## src/rtl/seg_scan_ctl.sv

```systemverilog
// seg_scan_ctl: time-multiplexed scan controller for common-anode 7-segment
// displays. It rotates through DIGITS active-low digit enables, most
// significant digit first. Each slot starts with a ghosting dead-time, and a
// 16-level brightness gate limits how long the digit is lit. Digit codes are
// latched once per frame, so the display never shows half of one value and
// half of the next.
//
// Optional feature: define SEG_LZ_SUPPRESS_EN to blank leading zeros.
// When it is undefined, no suppression logic is built.

module seg_scan_ctl #(
    parameter int DIGITS        = 4,
    parameter int PRESCALE_BITS = 12,
    parameter int BLANK_CYCLES  = 16
) (
    input  logic                  clk,
    input  logic                  rst_n,
    input  logic [4*DIGITS-1:0]   digits_in,
    input  logic [DIGITS-1:0]     dp_in,
    input  logic                  en,
    input  logic [3:0]            bright,
    output logic [DIGITS-1:0]     dis,
    output logic [3:0]            bin_out,
    output logic                  dp_out,
    output logic                  frame_tick
);

    localparam int IDX_W = (DIGITS > 1) ? $clog2(DIGITS) : 1;
    localparam logic [IDX_W-1:0]         IDX_LAST  = IDX_W'(DIGITS - 1);
    localparam logic [PRESCALE_BITS-1:0] CNT_MAX   = {PRESCALE_BITS{1'b1}};
    localparam logic [PRESCALE_BITS-1:0] BLANK_LIM = PRESCALE_BITS'(BLANK_CYCLES);

    // Per-slot phase: dead-time first, then the digit may be shown
    typedef enum logic {
        ST_BLANK = 1'b0,
        ST_SHOW  = 1'b1
    } scan_state_t;

    // With no dead-time configured, slot count 0 is already in SHOW
    localparam scan_state_t RESET_STATE = (BLANK_CYCLES == 0) ? ST_SHOW : ST_BLANK;

    // Scan counters and phase
    logic [PRESCALE_BITS-1:0] slot_cnt_q, slot_cnt_d;
    logic [IDX_W-1:0]         idx_q, idx_d;
    scan_state_t              state_q, state_d;
    logic                     slot_wrap;

    // Frame shadow copies of the display data
    logic [4*DIGITS-1:0]      shadow_dig_q, shadow_dig_d;
    logic [DIGITS-1:0]        shadow_dp_q, shadow_dp_d;
    logic                     frame_start;

    // Registered outputs
    logic [DIGITS-1:0]        dis_q, dis_d;
    logic [3:0]               bin_q, bin_d;
    logic                     dp_q, dp_d;
    logic                     tick_q, tick_d;

    // Selected digit data and lighting qualifiers
    logic [3:0]               cur_dig;
    logic                     cur_dp;
    logic                     bright_ok;
    logic                     suppress;
    logic                     lit;

    // Slot counter free-runs; the digit index steps down on every slot wrap
    always_comb begin
        slot_wrap  = (slot_cnt_q == CNT_MAX);
        slot_cnt_d = slot_cnt_q + 1'b1;
        idx_d      = idx_q;
        if (slot_wrap) begin
            if (idx_q == '0) begin
                idx_d = IDX_LAST;
            end else begin
                idx_d = idx_q - 1'b1;
            end
        end
    end

    // Next phase follows the next counter value, so state_q always matches slot_cnt_q
    always_comb begin
        state_d = ST_SHOW;
        if (slot_cnt_d < BLANK_LIM) begin
            state_d = ST_BLANK;
        end
    end

    // Counter and phase registers
    always_ff @(posedge clk or negedge rst_n) begin
        if (!rst_n) begin
            slot_cnt_q <= '0;
            idx_q      <= IDX_LAST;
            state_q    <= RESET_STATE;
        end else begin
            slot_cnt_q <= slot_cnt_d;
            idx_q      <= idx_d;
            state_q    <= state_d;
        end
    end

    // Capture the inputs only at frame start so that a frame is never torn
    always_comb begin
        frame_start  = (slot_cnt_q == '0) && (idx_q == IDX_LAST);
        shadow_dig_d = shadow_dig_q;
        shadow_dp_d  = shadow_dp_q;
        if (frame_start) begin
            shadow_dig_d = digits_in;
            shadow_dp_d  = dp_in;
        end
    end

    // Shadow registers
    always_ff @(posedge clk or negedge rst_n) begin
        if (!rst_n) begin
            shadow_dig_q <= '0;
            shadow_dp_q  <= '0;
        end else begin
            shadow_dig_q <= shadow_dig_d;
            shadow_dp_q  <= shadow_dp_d;
        end
    end

    // Use the value being latched on the load cycle so the first slot sees the new frame
    always_comb begin
        cur_dig   = shadow_dig_d[{idx_q, 2'b00} +: 4];
        cur_dp    = shadow_dp_d[idx_q];
        bright_ok = (slot_cnt_q[PRESCALE_BITS-1 -: 4] <= bright);
    end

`ifdef SEG_LZ_SUPPRESS_EN
    logic [DIGITS-1:0] lz_mask;

    // Walk down from the MSD; a digit stays blank while it and every digit above it are zero with no dp
    always_comb begin
        logic lz_run;
        lz_run  = 1'b1;
        lz_mask = '0;
        for (int k = DIGITS - 1; k >= 0; k--) begin
            lz_run = lz_run & (shadow_dig_d[4*k +: 4] == 4'd0) & ~shadow_dp_d[k];
            if (k > 0) begin
                lz_mask[k] = lz_run;
            end
        end
    end

    assign suppress = lz_mask[idx_q];
`else
    assign suppress = 1'b0;
`endif

    // Output decode: light the current digit only in SHOW, inside the brightness window and when enabled
    always_comb begin
        lit    = en && (state_q == ST_SHOW) && bright_ok && !suppress;
        dis_d  = '1;
        dp_d   = 1'b1;
        bin_d  = en ? cur_dig : 4'd0;
        tick_d = slot_wrap && (idx_q == '0);
        if (lit) begin
            dis_d[idx_q] = 1'b0;
            dp_d         = ~cur_dp;
        end
    end

    // Output registers
    always_ff @(posedge clk or negedge rst_n) begin
        if (!rst_n) begin
            dis_q  <= '1;
            bin_q  <= 4'd0;
            dp_q   <= 1'b1;
            tick_q <= 1'b0;
        end else begin
            dis_q  <= dis_d;
            bin_q  <= bin_d;
            dp_q   <= dp_d;
            tick_q <= tick_d;
        end
    end

    assign dis        = dis_q;
    assign bin_out    = bin_q;
    assign dp_out     = dp_q;
    assign frame_tick = tick_q;

endmodule

```

## config.mk

```make
export PLATFORM = sky130hd
export DESIGN_NAME = seg_scan_ctl
export DESIGN_NICKNAME = d
export VERILOG_FILES = /design/src/rtl/seg_scan_ctl.sv
export SDC_FILE = /design/constraint.sdc
export NUM_CORES = 1
export LEC_CHECK = 0
export ABC_AREA = 0
export CORE_ASPECT_RATIO = 0.9
export CORE_UTILIZATION = 60
export CTS_BUF_LIST = sky130_fd_sc_hd__clkbuf_8
export DETAILED_ROUTE_END_ITERATION = 8
export HOLD_SLACK_MARGIN = 0.08
export MAX_ROUTING_LAYER = met4
export PLACE_DENSITY = 0.87
export SLEW_MARGIN = 20
export SYNTH_ARGS = -nofsm -noshare
export SYNTH_HDL_FRONTEND = slang
export SYNTH_SLANG_ARGS = --single-unit
```

## constraint.sdc

```tcl
create_clock -name clk -period 5.4 [get_ports clk]
set_clock_uncertainty 0.05 [all_clocks]
set_input_delay 0.81 -clock clk [delete_from_list [all_inputs] [get_ports clk]]
set_output_delay 0.81 -clock clk [all_outputs]
set_load 0.01 [all_outputs]
```

==> summary.txt <==
Status
  • Outcome: complete, no violations

Floorplan
  • Core footprint: 3705 um^2
  • Die H: 61.04 um
  • Starting Density: 62.72%
  • Placement row count: 21
  • Total die area: 4126 um^2
  • # IOs: 37
  • Chip width: 67.60 um

Layout
  • Fillcell total: 254
  • N_diodes: 0
  • Multi-input logic area: 1090 um^2
  • Layout cells sized above 1: 21.89%
  • Area grow syn2layout: 20.30%
  • Register area: 1135 um^2
  • Layout net count: 269

Pwr
  • Pwr Density: 238.0 nW/um^2
  • Sw frac: 20.32%
  • Part of the power in the clock network: 38.7%
  • Internal: 0.5301 mW
  • Final Power: 0.6652 mW
  • Worst vdd ir: 0.2148 mV
  • Pleak: 1.168 nW
  • Share of power burned in registers: 52.9%
  • NetSw: 0.1352 mW
  • Comb power frac: 8.4%

Global routing
  • Antenna violations before repair: 0
  • Largest net degree at the start of global routing: 46
  • First-pass GRT wire length: 6.713 mm
  • Overall Global Routing Usage: 23.48%
  • GR Overflow Total: 0
  • Vias in the first global route: 1478

Place
  • HPWL Detailed: 3.028 mm
  • Routability cong.: 0.8062
  • Port Buffer Count: 36

STA
  • Worst Max-Slew Pin Slew: 0.9688 ns
  • Unrepaired setup endpoints after global routing: false
  • Fmax: 356.4 MHz
  • Setup violations, final: 0
  • Final hold violation count: 0
  • Total negative slack: 0 ns
  • Slew margin rel.: 35.41%
  • Tcrit/Tclk final: 51.96%
  • Final Critical Period: 2.806 ns
  • Slew Viols, Final: 0

Synthesis
  • Synthesis Warnings: 0
  • Ys async rst share: 100.0%
  • Synthesized flop and latch total: 45
  • Syn Std Cell Area: 2323 um^2
  • Most used DFF post-synth: dfrtp_1
  • Yosys cell types: 38
  • Avg Cell Area, Syn: 11.68 um^2
  • Seq/Total Area, Yosys: 48.84%
  • EDFF count, synth: 0
  • Post-Syn Instances: 199
  • Post-Syn Nets: 236

Worst setup path
  • Critical setup path kind: register to register
  • CP startpoint kind: register
  • Worst-path fanout max: 37
  • CP required: 5.53 ns
  • Arr. time, crit path: 2.94 ns
  • Worst setup EP type: register

CTS
  • Resize count post-CTS: 0
  • Clock buffer depth: 2
  • Clock Pin Slew Worst Setup and Hold Paths: 0.08 ns
  • Total clock buffers created by CTS: 5
  • Worst skew pair latency: 0.30 ns
  • CTS Hold Buffers Added: 0
  • TritonCTS clock tree: done
  • Post-CTS Setup Repair Bufs: 0
  • H-Tree Depth: 2
  • Root buffer cell: clkbuf_8
  • CTS Sinks: 45

Run
  • Max-cap violation count: 0

Detailed routing
  • DRT iter0 DRCs: 89
  • WL final: 4.299 mm
  • Detailed Routing Iterations Pass 1: 4
  • Routed via count: 1613
  • Vias/cell: 5.781
  • DRC viols: 0
  • WL per Instance: 15.41 um
  • Antenna Violating Nets Remaining: 0

Worst hold path
  • Hold Crit Class: register to register
## cells in the final DEF (no fill, tap or decap), types with 7 or more instances in the layout
cell type	Yosys	routed
dfstp_2	7	7
ha_1	10	10
nand3_1	7	7
xnor2_1	10	10
nand2_1	18	18
mux2_2	29	29
dfrtp_1	38	38
mux2i_1	9	9
o21ai_0	10	10
clkdlybuf4s50_1	0	35
inv_1	11	12
## worst paths after layout
kind / from / to / slack (ns) / depth (start not counted)
max in group asynchronous: rst_n / slot_cnt_q[1] / 4.08 / 1
min in group asynchronous: rst_n / shadow_dig_q[6] / 0.61 / 1
worst max register to register: idx_q[0] / bin_out[2] / 2.59 / 5
worst min register to register: shadow_dig_q[13] / shadow_dig_q[13] / 0.46 / 1
worst min-delay path: shadow_dig_q[13] / shadow_dig_q[13] / 0.46 / 1
worst max-delay path: idx_q[0] / bin_out[2] / 2.59 / 5
## worst max-delay path: stages, from the launching register on
cell	delay [ns]
dfstp_2	0.88
ha_1	0.25
nor4b_1	0.30
nand3_2	0.64
o21ai_0	0.43
o22ai_1	0.10
## through the flow
stage / util, % / std cells / instance area (um^2) / hold slack, ns / setup WS, ns
2_1_floorplan: - / 199 / 2323 / 0.4239 / 3.284
3_3_place_gp: 72.31 / 271 / 2679 / 0.4353 / 2.609
3_5_place_dp: 72.31 / 271 / 2679 / 0.4448 / 2.548
4_1_cts: 75.45 / 279 / 2795 / 0.4629 / 2.580
5_1_grt: 75.45 / 279 / 2795 / 0.4753 / 2.291
6_report: 75.45 / 279 / 2795 / 0.4580 / 2.594
## metal layers
| layer | part of all wire, % | up-vias | wire length (um) | track usage [%] |
|---|---|---|---|---|
| met5 | 0 | - | 0 | - |
| met4 | 2.1 | 0 | 89 | 11.25 |
| met3 | 3.4 | 9 | 145 | 3.889 |
| met2 | 48 | 40 | 2082 | 36.78 |
| met1 | 46 | 791 | 1982 | 29.78 |
| li1 | - | 773 | - | - |
## cell families (layout without fill, tap and decap cells)
logic type	after synthesis	count (layout)	synth area share [%]
fa+ha+maj	10	10	5.385
xor+xnor	12	12	4.523
buf+inv	21	55	4.254
simple gates	49	49	11.63
mux	40	40	19.87
compound gates	22	22	5.493
flops	45	45	48.84
## synth_stat cells (4+ instances only)
master	count	area, um^2
xnor2_1	10	87.58
dfstp_2	7	183.9
inv_1	11	41.29
o22ai_1	4	25.02
nand3_1	7	35.03
mux2i_1	9	90.09
o21ai_0	10	50.05
mux2_2	29	326.6
ha_1	10	125.1
nand2_1	18	67.56
buf_2	5	25.02
nor3_1	6	30.03
a21oi_1	4	20.02
dfrtp_1	38	950.9
## power groups by stage
stage / registers [mW] / logic [mW] / clock network [mW]
2_1_floorplan: 0.358 / 0.0192 / 0
3_5_place_dp: 0.359 / 0.0561 / 0
4_1_cts: 0.352 / 0.0564 / 0.261
5_1_grt: 0.353 / 0.0614 / 0.275
3_3_place_gp: 0.358 / 0.0544 / 0
6_report: 0.352 / 0.0558 / 0.257
## flip-flops by register name, summed over array words and instances (netlist names)
register      cells
idx_q             2
slot_cnt_q       12
shadow_dig_q     16
state_q           1
frame_tick        1
dis               4
shadow_dp_q       4
dp_out            1
bin_out           4
## area by class of cell
cell class	count	share of cell area [%]
Sequential cell	45	40.60
Clock buffer	6	2.954
Timing Repair Buffer	36	12.71
Inverter	11	1.477
Multi-Input combinational cell	133	38.99
Tap cell	46	2.059
Clock inverter	2	1.209
Power figures use the tool's default switching activity.
